**src/rtl/param_serializer.sv**
```systemverilog
// param_serializer: parallel-to-serial shifter with a runtime frame length,
// selectable bit order, a valid/ready load handshake and load-time parity.
// Bit timing is set by the external ser_EN tick, so the bit period follows
// whatever tick rate the parent baud generator or FSM provides.
module param_serializer #(
    parameter int   DATA_WIDTH = 8,
    parameter int   CNT_WIDTH  = 4,
    parameter int   MSB_FIRST  = 0,
    parameter logic IDLE_LEVEL = 1'b1
) (
    input  logic                  CLK,
    input  logic                  RST,
    input  logic [DATA_WIDTH-1:0] P_Data,
    input  logic [CNT_WIDTH-1:0]  Frame_Len,
    input  logic                  Par_Type,
    input  logic                  Data_Valid,
    output logic                  Data_Ready,
    input  logic                  ser_EN,
    output logic                  ser_OUT,
    output logic                  ser_Done,
    output logic                  ser_Busy,
    output logic [CNT_WIDTH-1:0]  counter_ser,
    output logic                  Par_Bit
);

    typedef enum logic {
        IDLE  = 1'b0,
        SHIFT = 1'b1
    } state_t;

    localparam logic [CNT_WIDTH-1:0] FULL_LEN = CNT_WIDTH'(DATA_WIDTH);

    state_t                  state_q,  state_d;
    logic [DATA_WIDTH-1:0]   shreg_q,  shreg_d;
    logic [CNT_WIDTH-1:0]    len_q,    len_d;
    logic [CNT_WIDTH-1:0]    cnt_q,    cnt_d;
    logic                    out_q,    out_d;
    logic                    done_q,   done_d;
    logic                    par_q,    par_d;

    logic [CNT_WIDTH-1:0]    load_len;
    logic [DATA_WIDTH-1:0]   load_mask;
    logic                    load_par;
    logic [CNT_WIDTH-1:0]    bit_idx;
    logic [DATA_WIDTH-1:0]   bit_sel;
    logic                    next_bit;

    // Effective frame length: 0 or anything wider than the register means "full word".
    always_comb begin
        if ((Frame_Len == '0) || (Frame_Len > FULL_LEN)) begin
            load_len = FULL_LEN;
        end else begin
            load_len = Frame_Len;
        end
    end

    // Mask of the bits that belong to the frame (only these feed parity),
    // and a one-hot mux picking the bit to present next from the held word.
    generate
        for (genvar gi = 0; gi < DATA_WIDTH; gi++) begin : g_bits
            assign load_mask[gi] = (CNT_WIDTH'(gi) < load_len);
            assign bit_sel[gi]   = (bit_idx == CNT_WIDTH'(gi)) & shreg_q[gi];
        end
    endgenerate

    assign load_par = (^(P_Data & load_mask)) ^ Par_Type;
    assign next_bit = |bit_sel;

    // Index of the next bit to present; counter_ser is the number already sent.
    always_comb begin
        if (MSB_FIRST != 0) begin
            bit_idx = len_q - cnt_q - CNT_WIDTH'(1);
        end else begin
            bit_idx = cnt_q;
        end
    end

    // Next-state logic: load in IDLE, advance one bit per tick in SHIFT,
    // and spend one extra tick after the last bit to close the frame.
    always_comb begin
        state_d = state_q;
        shreg_d = shreg_q;
        len_d   = len_q;
        cnt_d   = cnt_q;
        out_d   = out_q;
        done_d  = 1'b0;
        par_d   = par_q;
        case (state_q)
            IDLE: begin
                if (Data_Valid) begin
                    shreg_d = P_Data;
                    len_d   = load_len;
                    par_d   = load_par;
                    cnt_d   = '0;
                    out_d   = IDLE_LEVEL;
                    state_d = SHIFT;
                end
            end
            SHIFT: begin
                if (ser_EN) begin
                    if (cnt_q < len_q) begin
                        out_d = next_bit;
                        cnt_d = cnt_q + CNT_WIDTH'(1);
                    end else begin
                        done_d  = 1'b1;
                        out_d   = IDLE_LEVEL;
                        cnt_d   = '0;
                        state_d = IDLE;
                    end
                end
            end
            default: begin
                state_d = IDLE;
            end
        endcase
    end

    // State and datapath registers; reset wins over everything, including a
    // frame in flight, and never produces a done pulse.
    always_ff @(posedge CLK) begin
        if (RST) begin
            state_q <= IDLE;
            shreg_q <= '0;
            len_q   <= '0;
            cnt_q   <= '0;
            out_q   <= IDLE_LEVEL;
            done_q  <= 1'b0;
            par_q   <= 1'b0;
        end else begin
            state_q <= state_d;
            shreg_q <= shreg_d;
            len_q   <= len_d;
            cnt_q   <= cnt_d;
            out_q   <= out_d;
            done_q  <= done_d;
            par_q   <= par_d;
        end
    end

    assign Data_Ready  = (state_q == IDLE);
    assign ser_Busy    = (state_q == SHIFT);
    assign ser_OUT     = out_q;
    assign ser_Done    = done_q;
    assign counter_ser = cnt_q;
    assign Par_Bit     = par_q;

endmodule

```
**config.mk**
```make
export PLATFORM = sky130hd
export DESIGN_NAME = param_serializer
export DESIGN_NICKNAME = d
export VERILOG_FILES = /design/src/rtl/param_serializer.sv
export SDC_FILE = /design/constraint.sdc
export NUM_CORES = 1
export LEC_CHECK = 0
export CAP_MARGIN = 20
export CELL_PAD_IN_SITES_DETAIL_PLACEMENT = 1
export CELL_PAD_IN_SITES_GLOBAL_PLACEMENT = 2
export CORE_UTILIZATION = 30
export CTS_CLUSTER_DIAMETER = 40
export DETAILED_ROUTE_END_ITERATION = 16
export PLACE_DENSITY = 0.89
export SLEW_MARGIN = 10
export SYNTH_ARGS = -nofsm -noshare
export SYNTH_HDL_FRONTEND = slang
export SYNTH_SLANG_ARGS = --single-unit
```
**constraint.sdc**
```tcl
create_clock -name CLK -period 3.5 [get_ports CLK]
set_clock_uncertainty 0.1 [all_clocks]
set_input_delay 0.35 -clock CLK [delete_from_list [all_inputs] [get_ports CLK]]
set_output_delay 0.35 -clock CLK [all_outputs]
set_load 0.02 [all_outputs]
```
# Yosys cells after proc, flatten, opt, wreduce, memory -nomap -nowiden
# Cells that the tools add are included.
[totals]
regBits = 20
in_bits = 17
out_inout_bits = 9
wordCells = 61
[classes]
add_sub_neg = 1
magnitude_cmp = 10
eq_ne = 9
n_mux = 14
bitwise = 12
n_reduce_logical = 8
[op_table]
columns = ["op", "n"]
rows = [
  ["4-bit by 3-bit == test with 1-bit output (second input constant)", 4],
  ["3-bit by 4-bit < comparator with 1-bit output (first input constant)", 4],
  ["4-bit 2-to-1 mux", 4],
  ["1-bit bitwise AND", 8],
  ["8-bit bitwise AND", 1],
  ["4-bit by 2-bit == test with 1-bit output (second input constant)", 2],
  ["4-bit logical NOT", 2],
  ["1-bit by 4-bit < comparator with 1-bit output (first input constant)", 2],
  ["2-bit by 4-bit < comparator with 1-bit output (first input constant)", 2],
  ["4-bit one-hot mux with 2 select lines", 1],
  ["8-bit OR reduction", 1],
  ["8-bit XOR reduction", 1],
  ["1-bit 2-to-1 mux", 7],
  ["4-bit by 1-bit adder with 4-bit output (second input constant)", 1],
  ["4-bit by 1-bit == test with 1-bit output (second input constant)", 1],
  ["4-bit > comparator (second input constant)", 1],
  ["4-bit < comparator", 1],
  ["2-bit != test (second input constant)", 2],
  ["1-bit one-hot mux with 2 select lines", 2],
  ["2-bit AND reduction", 2],
  ["3-bit OR reduction", 1],
  ["1-bit inverter", 2],
  ["1-bit logical OR", 1],
  ["1-bit bitwise XOR", 1],
]

# Logic depth before layout (Yosys ltp)
[logic_depth]
word_depth = 7
ltp_mapped = 7

# Worst setup path after synthesis
# OpenSTA, ideal clock, no wires.
[synth_timing]
path_type = "flip-flop to flip-flop"
from = "register cnt_q[1], in the netlist counter_ser[1]"
to = "register out_q, in the netlist ser_OUT"
setup_ns = 0.114
t_arrival_ns = 1.652
t_required_ns = 3.286
setup_slack_ns = 1.634
path_stages_with_launch = 7
n_path_buf = 0
synth_period_minus_slack_ns = 1.866
cell_sequence = "dfxtp_1 > ha_1 > a21o_1 > a21o_1 > a21oi_2 > o2111ai_1 > a21o_1"
[synth_between]
elab_chain_cells = 6
[synth_lines]
columns = ["element", "line", "text"]
rows = [
  ["start: declaration", "36", "logic [CNT_WIDTH-1:0] cnt_q, cnt_d;"],
  ["start signal: assignment", "133", "cnt_q <= cnt_d;"],
  ["4-bit by 1-bit == test with 1-bit output (tied with other cells)", "62", "assign bit_sel[gi] = (bit_idx == CNT_WIDTH'(gi)) & shreg_q[gi];"],
  ["1-bit bitwise AND", "62", ""],
  ["8-bit OR reduction", "67", "assign next_bit = |bit_sel;"],
  ["1-bit 2-to-1 mux *", "101", "if (cnt_q < len_q) begin"],
  ["1-bit 2-to-1 mux *", "100", "if (ser_EN) begin"],
  ["1-bit one-hot mux with 2 select lines *", "88", "case (state_q)"],
  ["end signal: assignment", "134", "out_q <= out_d;"],
  ["end: declaration", "37", "logic out_q, out_d;"],
]
# Every way passes the cells marked *; elsewhere a longest branch is shown, timed or not. The select of a mux whose other input is x is not followed.
# A chain may end at the register's enable or synchronous reset.

# Final worst setup path
[layout_timing]
from = "input Frame_Len[1]"
to = "register par_q, in the netlist Par_Bit"
[layout_between]
elab_chain_cells = 7
[layout_lines]
columns = ["element", "line", "text"]
rows = [
  ["start: declaration", "14", "input logic [CNT_WIDTH-1:0] Frame_Len,"],
  ["4-bit > comparator / 4-bit logical NOT (equally long branches)", "50", "if ((Frame_Len == '0) || (Frame_Len > FULL_LEN)) begin"],
  ["1-bit logical OR", "50", ""],
  ["4-bit 2-to-1 mux *", "50", ""],
  ["1-bit by 4-bit < comparator with 1-bit output (tied with other cells)", "61", "assign load_mask[gi] = (CNT_WIDTH'(gi) < load_len);"],
  ["8-bit bitwise AND *", "66", "assign load_par = (^(P_Data & load_mask)) ^ Par_Type;"],
  ["8-bit XOR reduction *", "66", ""],
  ["1-bit bitwise XOR *", "66", ""],
  ["end signal: assignment", "136", "par_q <= par_d;"],
  ["end: declaration", "39", "logic par_q, par_d;"],
]
# Every way passes the cells marked *; elsewhere a longest branch is shown, timed or not.

==> flow_summary_export.csv <==
group,metric,value,unit
detailed_routing,drt-wirelength-per-cell,14.7,um
power_and_ir_drop,fin_total_pwr,0.000517,W
floorplan,num_rows,21,
floorplan,ios,26,
timing,fin_crit,2.00,ns
critical_path,required,3.51,ns
clock_tree,h-tree-depth,1,
clock_tree,cts_tree,"yes",
power_and_ir_drop,leakagePower,0.507,nW
clock_tree,cts_hold_buf,0,
detailed_routing,num_vias,1008,
hold_path,hold_path_depth,2,
critical_path,worstPathArrival,2.01,ns
global_route,grt_usage,0.164,
floorplan,die_area,3980,um2
clock_tree,cts_setup_buffers,0,
detailed_routing,drc,0,
clock_tree,ctsRootBufferMaster,"clkbuf_8",
critical_path,ff2ff_setup_slack,1.52,ns
synth,yosysTopAreaCellShare,0.358,
timing,finalCritPeriodShare,0.571,
synth,synthCells,133,
global_route,antenna_found_initial,0,
hold_path,hold_path_class,"reg -> reg",
critical_path,crit_slowest_cell,"clkdlybuf4s50_1",
floorplan,start_util,0.325,
timing,fmax,501,MHz
floorplan,fp.dieH,63.1,um
global_route,grt_max_degree,22,
timing,fin_tns_setup,0,ns
timing,drv_slew,0,
timing,slew_headroom,0.468,
run,maxCapViolations,0,
critical_path,r2r_cells,6,
layout,layout_commonest_cell,"clkdlybuf4s50_1",
placed_design,post-dp-hpwl,2350,um
global_route,grt_overflow_total,0,
clock_tree,clock_sinks,20,
critical_path,cp_max_fo,8,
placed_design,place.gp.congestion,0.735,
outcome,outcome,"completed",
layout,final_cell_mix,"25 x clkdlybuf4s50_1, 23 x nand2_1, 20 x dfxtp_1, 16 x a21oi_1, 10 x nor2_1",
synth,yosys-top-cells-area,"dfxtp_1 36%, ha_1 7.8%, nand2_1 7.7%",
synth,avgSynthCellArea,8.41,um2
layout,syn_to_final_growth,28.7,%
layout,nFillCells,420,
placed_design,io_buffers,25,
detailed_routing,first_pass_iters,4,
floorplan,coreArea,3440,um2
power_and_ir_drop,p_per_area,359,nW/um2
critical_path,cp-start-kind,"input pin",
timing,rsz0062_at_grt,"no",
timing,setup_viol,0,
clock_tree,clock_latency,0.25,ns
floorplan,die_x,63.1,um
synth,seq_area_frac_synth,0.358,
synth,synth.distinct_cells,32,
power_and_ir_drop,ir_worst_vdd,0.112,mV
detailed_routing,antenna_left,0,
timing,hold_viol,0,
detailed_routing,viasPerCell,4.97,
clock_tree,postCtsResizedCells,0,
detailed_routing,detail_route.iter0.violations,44,
clock_tree,numCtsBuffers,3,
synth,ys_warn_count,0,
clock_tree,clk_pin_slew,0.07,ns
synth,synth_area,1120,um2
global_route,grt_pass1_wl,4950,um
detailed_routing,totalWireLength,2970,um
layout,num_antenna_cells,0,
layout,finalNetCount,183,
critical_path,path_common_cell,"xnor2_1",
critical_path,criticalPathCategory,"in -> reg",
synth,synth-seq-cells,20,
critical_path,crit_path_end_kind,"flop",
clock_tree,clockBufferDepth,2,
timing,tightestPinTransition,0.796,ns
critical_path,crit_chain,"clkdlybuf4s50_1 > nor3_2 > a211oi_1 > o22ai_1 > xnor2_1 > xnor2_1 > o31ai_2",
synth,syn_nets,157,
critical_path,critPathMaxStageDelay,0.63,ns
synth,yosysTopAreaCell,"dfxtp_1",
global_route,grt_pass1_vias,1090,
layout,layout-drive-gt1-share,0.0701,
-- routing by layer --
metal / part of all wire / vias to the layer above / global-route usage
met2: 0.50 / 30 / 0.301
met4: 0.039 / 0 / 0.102
met5: 0 / - / 0
li1: - / 509 / -
met3: 0.031 / 11 / 0.0254
met1: 0.43 / 458 / 0.171
-- critical path: cells and delay by family --
family	cells	cell delay [ns]
compound gates	3	0.53
xor+xnor	2	0.40
buf+inv	1	0.63
simple gates	1	0.10
-- final cells by class --
cell class,instances,area [um2],area share
repair buffers,26,258,0.179
well taps,46,57.6,0.0400
clock buffers,3,41.3,0.0287
multi-input cells,102,661,0.459
inverters,6,22.5,0.0156
flip-flops and latches,20,400,0.278
-- cell usage after synthesis, drive strengths merged --
cell type   n
buf         2
nand2      23
inv         6
nand4       1
xor2        1
a21oi      17
ha          7
dfxtp      20
nor2b       1
nand3b      6
o31ai       2
o21ai       1
o22ai       2
nand2b      3
a211oi      3
o2111ai     1
a32oi       1
xnor2       7
clkbuf      3
nor2       10
a31oi       1
nor3        3
mux2i       1
a22oi       5
a21o        3
nand3       3
-- where the power goes --
group	switching, W	internal (W)
registers	0.00000834	0.000240
clock network	0.0000701	0.0000765
logic	0.0000644	0.0000574
-- through the flow --
stage | hold WS, ns | worst slack [ns] | area (um2) | utilization | std cells
2_1_floorplan | 0.332 | 1.63 | 1120 | - | 133
6_report | 0.365 | 1.50 | 1440 | 0.418 | 203
4_1_cts | 0.366 | 1.49 | 1440 | 0.418 | 203
5_1_grt | 0.392 | 1.37 | 1440 | 0.418 | 203
3_5_place_dp | 0.356 | 1.22 | 1400 | 0.406 | 200
3_3_place_gp | 0.350 | 1.45 | 1400 | 0.406 | 200
-- sequential cells by signal, indices dropped and copies added, names as in the netlist --
name	count
ser_Busy	1
Par_Bit	1
len_q	4
counter_ser	4
shreg_q	8
ser_Done	1
ser_OUT	1
-- path summary, 6_finish.rpt --
check                                    start        endpoint
worst max register to register  counter_ser[1]  counter_ser[2]
worst max-delay path              Frame_Len[1]         Par_Bit
worst min-delay path                shreg_q[7]      shreg_q[7]
worst min register to register      shreg_q[7]      shreg_q[7]
-- logic make-up (layout without fill, tap and decap cells) --
logic type | Yosys count | count (layout) | synth area share
buffers and inverters | 11 | 35 | 0.0514
AOI/OAI and AO/OA | 36 | 36 | 0.224
xor gates and xnor gates | 8 | 8 | 0.0626
and+or+nand+nor | 50 | 50 | 0.217
DFF | 20 | 20 | 0.358
muxes | 1 | 1 | 0.00895
adders and majority gates | 7 | 7 | 0.0783
Note: power is estimated with default switching activity, not from simulation.
==> edit 1, RTL diff (same settings) <==
`DATA_WIDTH`: 8 -> 9.
--- a/src/rtl/param_serializer.sv
+++ b/src/rtl/param_serializer.sv
@@ -3,7 +3,7 @@
 // Bit timing is set by the external ser_EN tick, so the bit period follows
 // whatever tick rate the parent baud generator or FSM provides.
 module param_serializer #(
-    parameter int   DATA_WIDTH = 8,
+    parameter int   DATA_WIDTH = 9,
     parameter int   CNT_WIDTH  = 4,
     parameter int   MSB_FIRST  = 0,
     parameter logic IDLE_LEVEL = 1'b1
Ports: changed (resized P_Data); port bits go from 26 to 27. The function was not compared with the original's and may differ.
==> edit 1 against the original RTL <==
Largest power group unchanged; highest routed layer is now met3; critical path type unchanged; sequential cell count rose by 1; sequential power rose by 6%; power rose by 7.1%; worst hold slack improved by 5.1 ps; synthesized cell count rose by 9.0%; design area rose by 6.4%; sequential share of layout area fell by 0.37 points; setup slack got worse by 210 ps; routed wire length rose by 9.4%; critical endpoint unchanged; fmax fell by 9.3%; area after synthesis rose by 6.3%; combinational power rose by 11%.
==> edit 1: results (changes against the original RTL) <==
The fraction of layout cells with a size suffix above 1 is 4.73% (-2.3 points). The total via count after detailed routing came out at 1,119 (+11%). The register area came out at 420 um2 (+5.0%). The setup slack at placement came out at 1020 ps (-206 ps). The sequential share of power came out at 47.5% (-0.5 points).

The final-stage net count is 195 (+6.6%). The cell count after placement came out at 213 (+6.5%). The routed metal-1 wirelength is 1.52 mm (+20%). The commonest cells after synthesis are 28 x nand2_1, 21 x dfxtp_1, 17 x a21oi_1. The area of combinational cells with multiple inputs came out at 717 um2 (+8.5%).

The instance area after placement is 0.00149 mm2 (+6.4%). The end point of the worst hold path is shreg_q[1]$_SDFFE_PP0P_. The global routing usage on met2 is 29.9% (-0.16 points). The global-route wire length before repair is 5.62 mm (+13%). On the critical path the largest part of the delay comes from compound AO/OA/AOI/OAI gates. The share of the synthesized area in compound gates (AO/OA/AOI/OAI) is 26.4% (+4.0 points). The slew at the pin with the worst max-slew slack was 842 ps (+46.0 ps).

The flip-flop count of the largest register after layout came out at 9 (+1). The number of standard cells after synthesis is 145 (+9.0%). The run finished with clean final reports. The number of clock buffers in the layout is 4 (+1). The number of multi-input combinational cells came out at 111 (+8.8%). The port buffer count is 26 (+4.0%). The routed wire length came out at 3.25 mm (+9.4%). The global routing met3 resource utilization is 3.35% (+0.81 points). The largest incremental delay on the critical path is 580 ps (-50 ps).
## edit 1: how the worst max path moves through the flow
| stage | slack, ps | from | to |
|---|---|---|---|
| after global placement | 1090 | Frame_Len[1] | Par_Bit$_SDFFE_PP0P_ |
| after floorplan | 1470 | counter_ser[1]$_SDFFE_PP0P_ | counter_ser[3]$_SDFFE_PP0P_ |
| final | 1300 | Frame_Len[1] | Par_Bit$_SDFFE_PP0P_ |
| after CTS | 1290 | Frame_Len[1] | Par_Bit$_SDFFE_PP0P_ |
| after detailed placement | 1020 | Frame_Len[1] | Par_Bit$_SDFFE_PP0P_ |
| after global routing | 1100 | Frame_Len[1] | Par_Bit$_SDFFE_PP0P_ |
## edit 1: cells by family after synthesis
logic type / count (synthesis)
buffers and inverters: 13
flip-flops: 21
AND/OR/NAND/NOR: 50
adder cells (fa/ha/maj): 8
AO/OA/AOI/OAI: 46
multiplexers: 1
XOR/XNOR: 6
==> edit 2, RTL diff (config.mk and constraints unchanged) <==
Made on the original files. `shreg_q` no longer has a reset.
--- a/src/rtl/param_serializer.sv
+++ b/src/rtl/param_serializer.sv
@@ -120,7 +120,6 @@
     always_ff @(posedge CLK) begin
         if (RST) begin
             state_q <= IDLE;
-            shreg_q <= '0;
             len_q   <= '0;
             cnt_q   <= '0;
             out_q   <= IDLE_LEVEL;
@@ -128,13 +127,16 @@
             par_q   <= 1'b0;
         end else begin
             state_q <= state_d;
-            shreg_q <= shreg_d;
             len_q   <= len_d;
             cnt_q   <= cnt_d;
             out_q   <= out_d;
             done_q  <= done_d;
             par_q   <= par_d;
         end
+    end
+
+    always_ff @(posedge CLK) begin
+        shreg_q <= shreg_d;
     end
 
     assign Data_Ready  = (state_q == IDLE);
Formal check against the unedited RTL: same outputs for any inputs over 10 cycles, from zero or initial values and one cycle with RST high; that may be too few to reach the edited logic, so the function may still have changed.
==> edit 2 against the original RTL <==
Non-clock buffer count is 1 lower; area after synthesis is 1.0% higher; worst hold slack worse by 11 ps; sequential cell count stayed put; critical path type unchanged; power is 0.14% higher; sequential share of layout area is 4.8 points higher; combinational power is 16% lower; count of clock-buffer cells in the layout stayed put; largest cell class unchanged; routed wire length is 7.2% lower; largest power group unchanged; clock power is 5% higher; design area is 2.4% higher; setup slack worse by 250 ps.
==> edit 2: results (changes against the original RTL) <==
The final weighted congestion in routability-driven placement came out at 0.816 (+11%). The number of enable-type register cells in the synthesized netlist came to 8 (+8). The largest incremental delay on the critical path is 590 ps (-40 ps).

Following the worst setup path forward leads to its endpoint at Par_Bit$_SDFFE_PP0P_. The length in cells of the worst reg-to-reg path is 7 (+1). The global-route usage over all layers was 15.5% (-0.89 points). The static leakage is 0.523 nW (+3.2%).

The global-route wire length before repair came out at 4.75 mm (-4.2%). The number of gates resized after CTS came out at 0 (unchanged). The initial detailed-routing violation count came out at 63 (+43%). Among all stages on the critical path, the largest delay is contributed by or4b_4. The startpoint identified for the worst register-to-register timing path is counter_ser[0]$_SDFFE_PP0P_.

At the later pin of the worst-skew pair, clock insertion delay measures 260 ps. The net count of the mapped netlist came out at 138 (-12%). Broken down by cell family, the worst path's largest delay share belongs to simple AND/OR/NAND/NOR gates. The total inserted antenna cells came to 0 (unchanged). The highest net fanout along the worst path came to 8 (unchanged).

The arrival time reported for the critical path endpoint came to 2310 ps (+300 ps). The share of the yosys chip area belonging to registers came out at 42.5% (+6.7 points). By area the synthesized netlist is led by dfxtp_1 21%, edfxtp_1 21%, ha_1 7.8%, nand2_1 3.7%, a21oi_1 3.1%.

The maximum number of pins on one net before global-route repair came out at 14 (-36%). The clock transition at the registers of the reported paths came to 70 ps (about the same). The routed wire length is 2.76 mm (-7.2%).

The TritonCTS buffer count is 3 (unchanged). The peak supply drop came out at 0.172 mV (+54%). The total via count after detailed routing is 984 (-2.4%). The port buffer count is 25 (unchanged). The fraction of layout cells with a size suffix above 1 came out at 5.67% (-1.3 points). The number of antenna violations at the first check in global routing is 0 (unchanged). The hold path startpoint is len_q[2]$_SDFFE_PP0P_. The commonest register cell after synthesis is dfxtp_1. The detailed placement HPWL was 2.15 mm (-8.5%). The min-delay analysis places its worst path in the category reg -> reg.

The final-stage net count was 166 (-9.3%). The setup slack on the worst flop-to-flop path was 1410 ps (-110 ps). The flip-flop count of the largest register after layout is 8 (unchanged). The distinct cell type count after synthesis came to 40 (+25%). The run finished with clean final reports.

The critical path starts at Frame_Len[1]. In this run the critical register-to-register path is captured at ser_OUT$_SDFFE_PP1P_. The register with the most flip-flops in the final layout is shreg_q. The clock tree root driver cell is clkbuf_8. In the synthesized netlist, the cells that appear most often are 12 x dfxtp_1, 11 x nand2_1, 9 x inv_1. The post-synthesis async set-or-reset flop share is 0% (unchanged). The slew at the pin with the worst max-slew slack is 490 ps (-306 ps).

The via count of the first global-routing pass came to 1,040 (-4.6%).
==> edit 2: changes by cell type after synthesis, sizes merged, moves of 3 or more <==
cell    before  now
nand2       23   11
a21oi       17    7
dfxtp       20   12
edfxtp       0    8
nor2        10    3
xnor2        7    0
a22oi        5    2
inv          6    9
nand3b       6    3
o211ai       0    3
xor2         1    4
==> edit 2: how the worst min path moves through the flow <==
| stage | end | slack [ps] | depth (start not counted) |
|---|---|---|---|
| 2_1_floorplan | ser_Done$_SDFF_PP0_ | 330 | 1 |
| 3_3_place_gp | len_q[2]$_SDFFE_PP0P_ | 340 | 2 |
| 3_5_place_dp | len_q[2]$_SDFFE_PP0P_ | 350 | 2 |
| 4_1_cts | len_q[2]$_SDFFE_PP0P_ | 360 | 2 |
| 5_1_grt | len_q[2]$_SDFFE_PP0P_ | 380 | 2 |
| 6_report | len_q[2]$_SDFFE_PP0P_ | 350 | 2 |
==> edit 2: layout make-up <==
type,count,area (um2)
fillers,421,1990
multi-input cells,83,608
flip-flops and latches,20,480
repair buffers,25,250
well taps,46,57.6
clock buffers,3,41.3
inverters,9,33.8
clock inverters,1,3.75
==> edit 2: report_power, final <==
part           switching (mW)  total [mW]  internal, mW
Sequential            0.00603       0.261         0.255
Combinational          0.0535       0.102        0.0485
Clock                  0.0760       0.154        0.0782
Total                   0.136       0.517         0.382
==> edit 2: through the flow <==
step | cells | setup slack (ps) | hold WS [ps] | area, um2 | total power, mW
after floorplan | 114 | 1550 | 326 | 1130 | 0.321
after global placement | 183 | 1070 | 344 | 1430 | 0.365
after detailed placement | 183 | 963 | 348 | 1430 | 0.368
after CTS | 187 | 1250 | 359 | 1480 | 0.524
after global routing | 187 | 1120 | 380 | 1480 | 0.540
final | 187 | 1250 | 354 | 1480 | 0.517
==> edit 2: logic make-up after synthesis <==
family,count (synthesis),synth area share [%]
flip-flops,20,42.5
AND/OR/NAND/NOR,34,17.4
XOR/XNOR,4,3.10
AO/OA/AOI/OAI,38,25.6
buffers and inverters,11,3.65
adder cells (fa/ha/maj),7,7.75
==> edit 2: per-layer routing <==
metal / track usage [%] / up-vias / share of wire (%)
li1: - / 487 / -
met2: 27.7 / 26 / 50
met1: 17.6 / 466 / 44
met4: 6.25 / 0 / 1.6
met5: 0 / - / 0
met3: 3.26 / 5 / 4.3
==> edit 2: worst min-delay path: cells and delay by family (launching register included) <==
family / cells / cell delay (ps)
DFF: 1 / 310
and+or+nand+nor: 1 / 50
AOI/OAI and AO/OA: 1 / 50
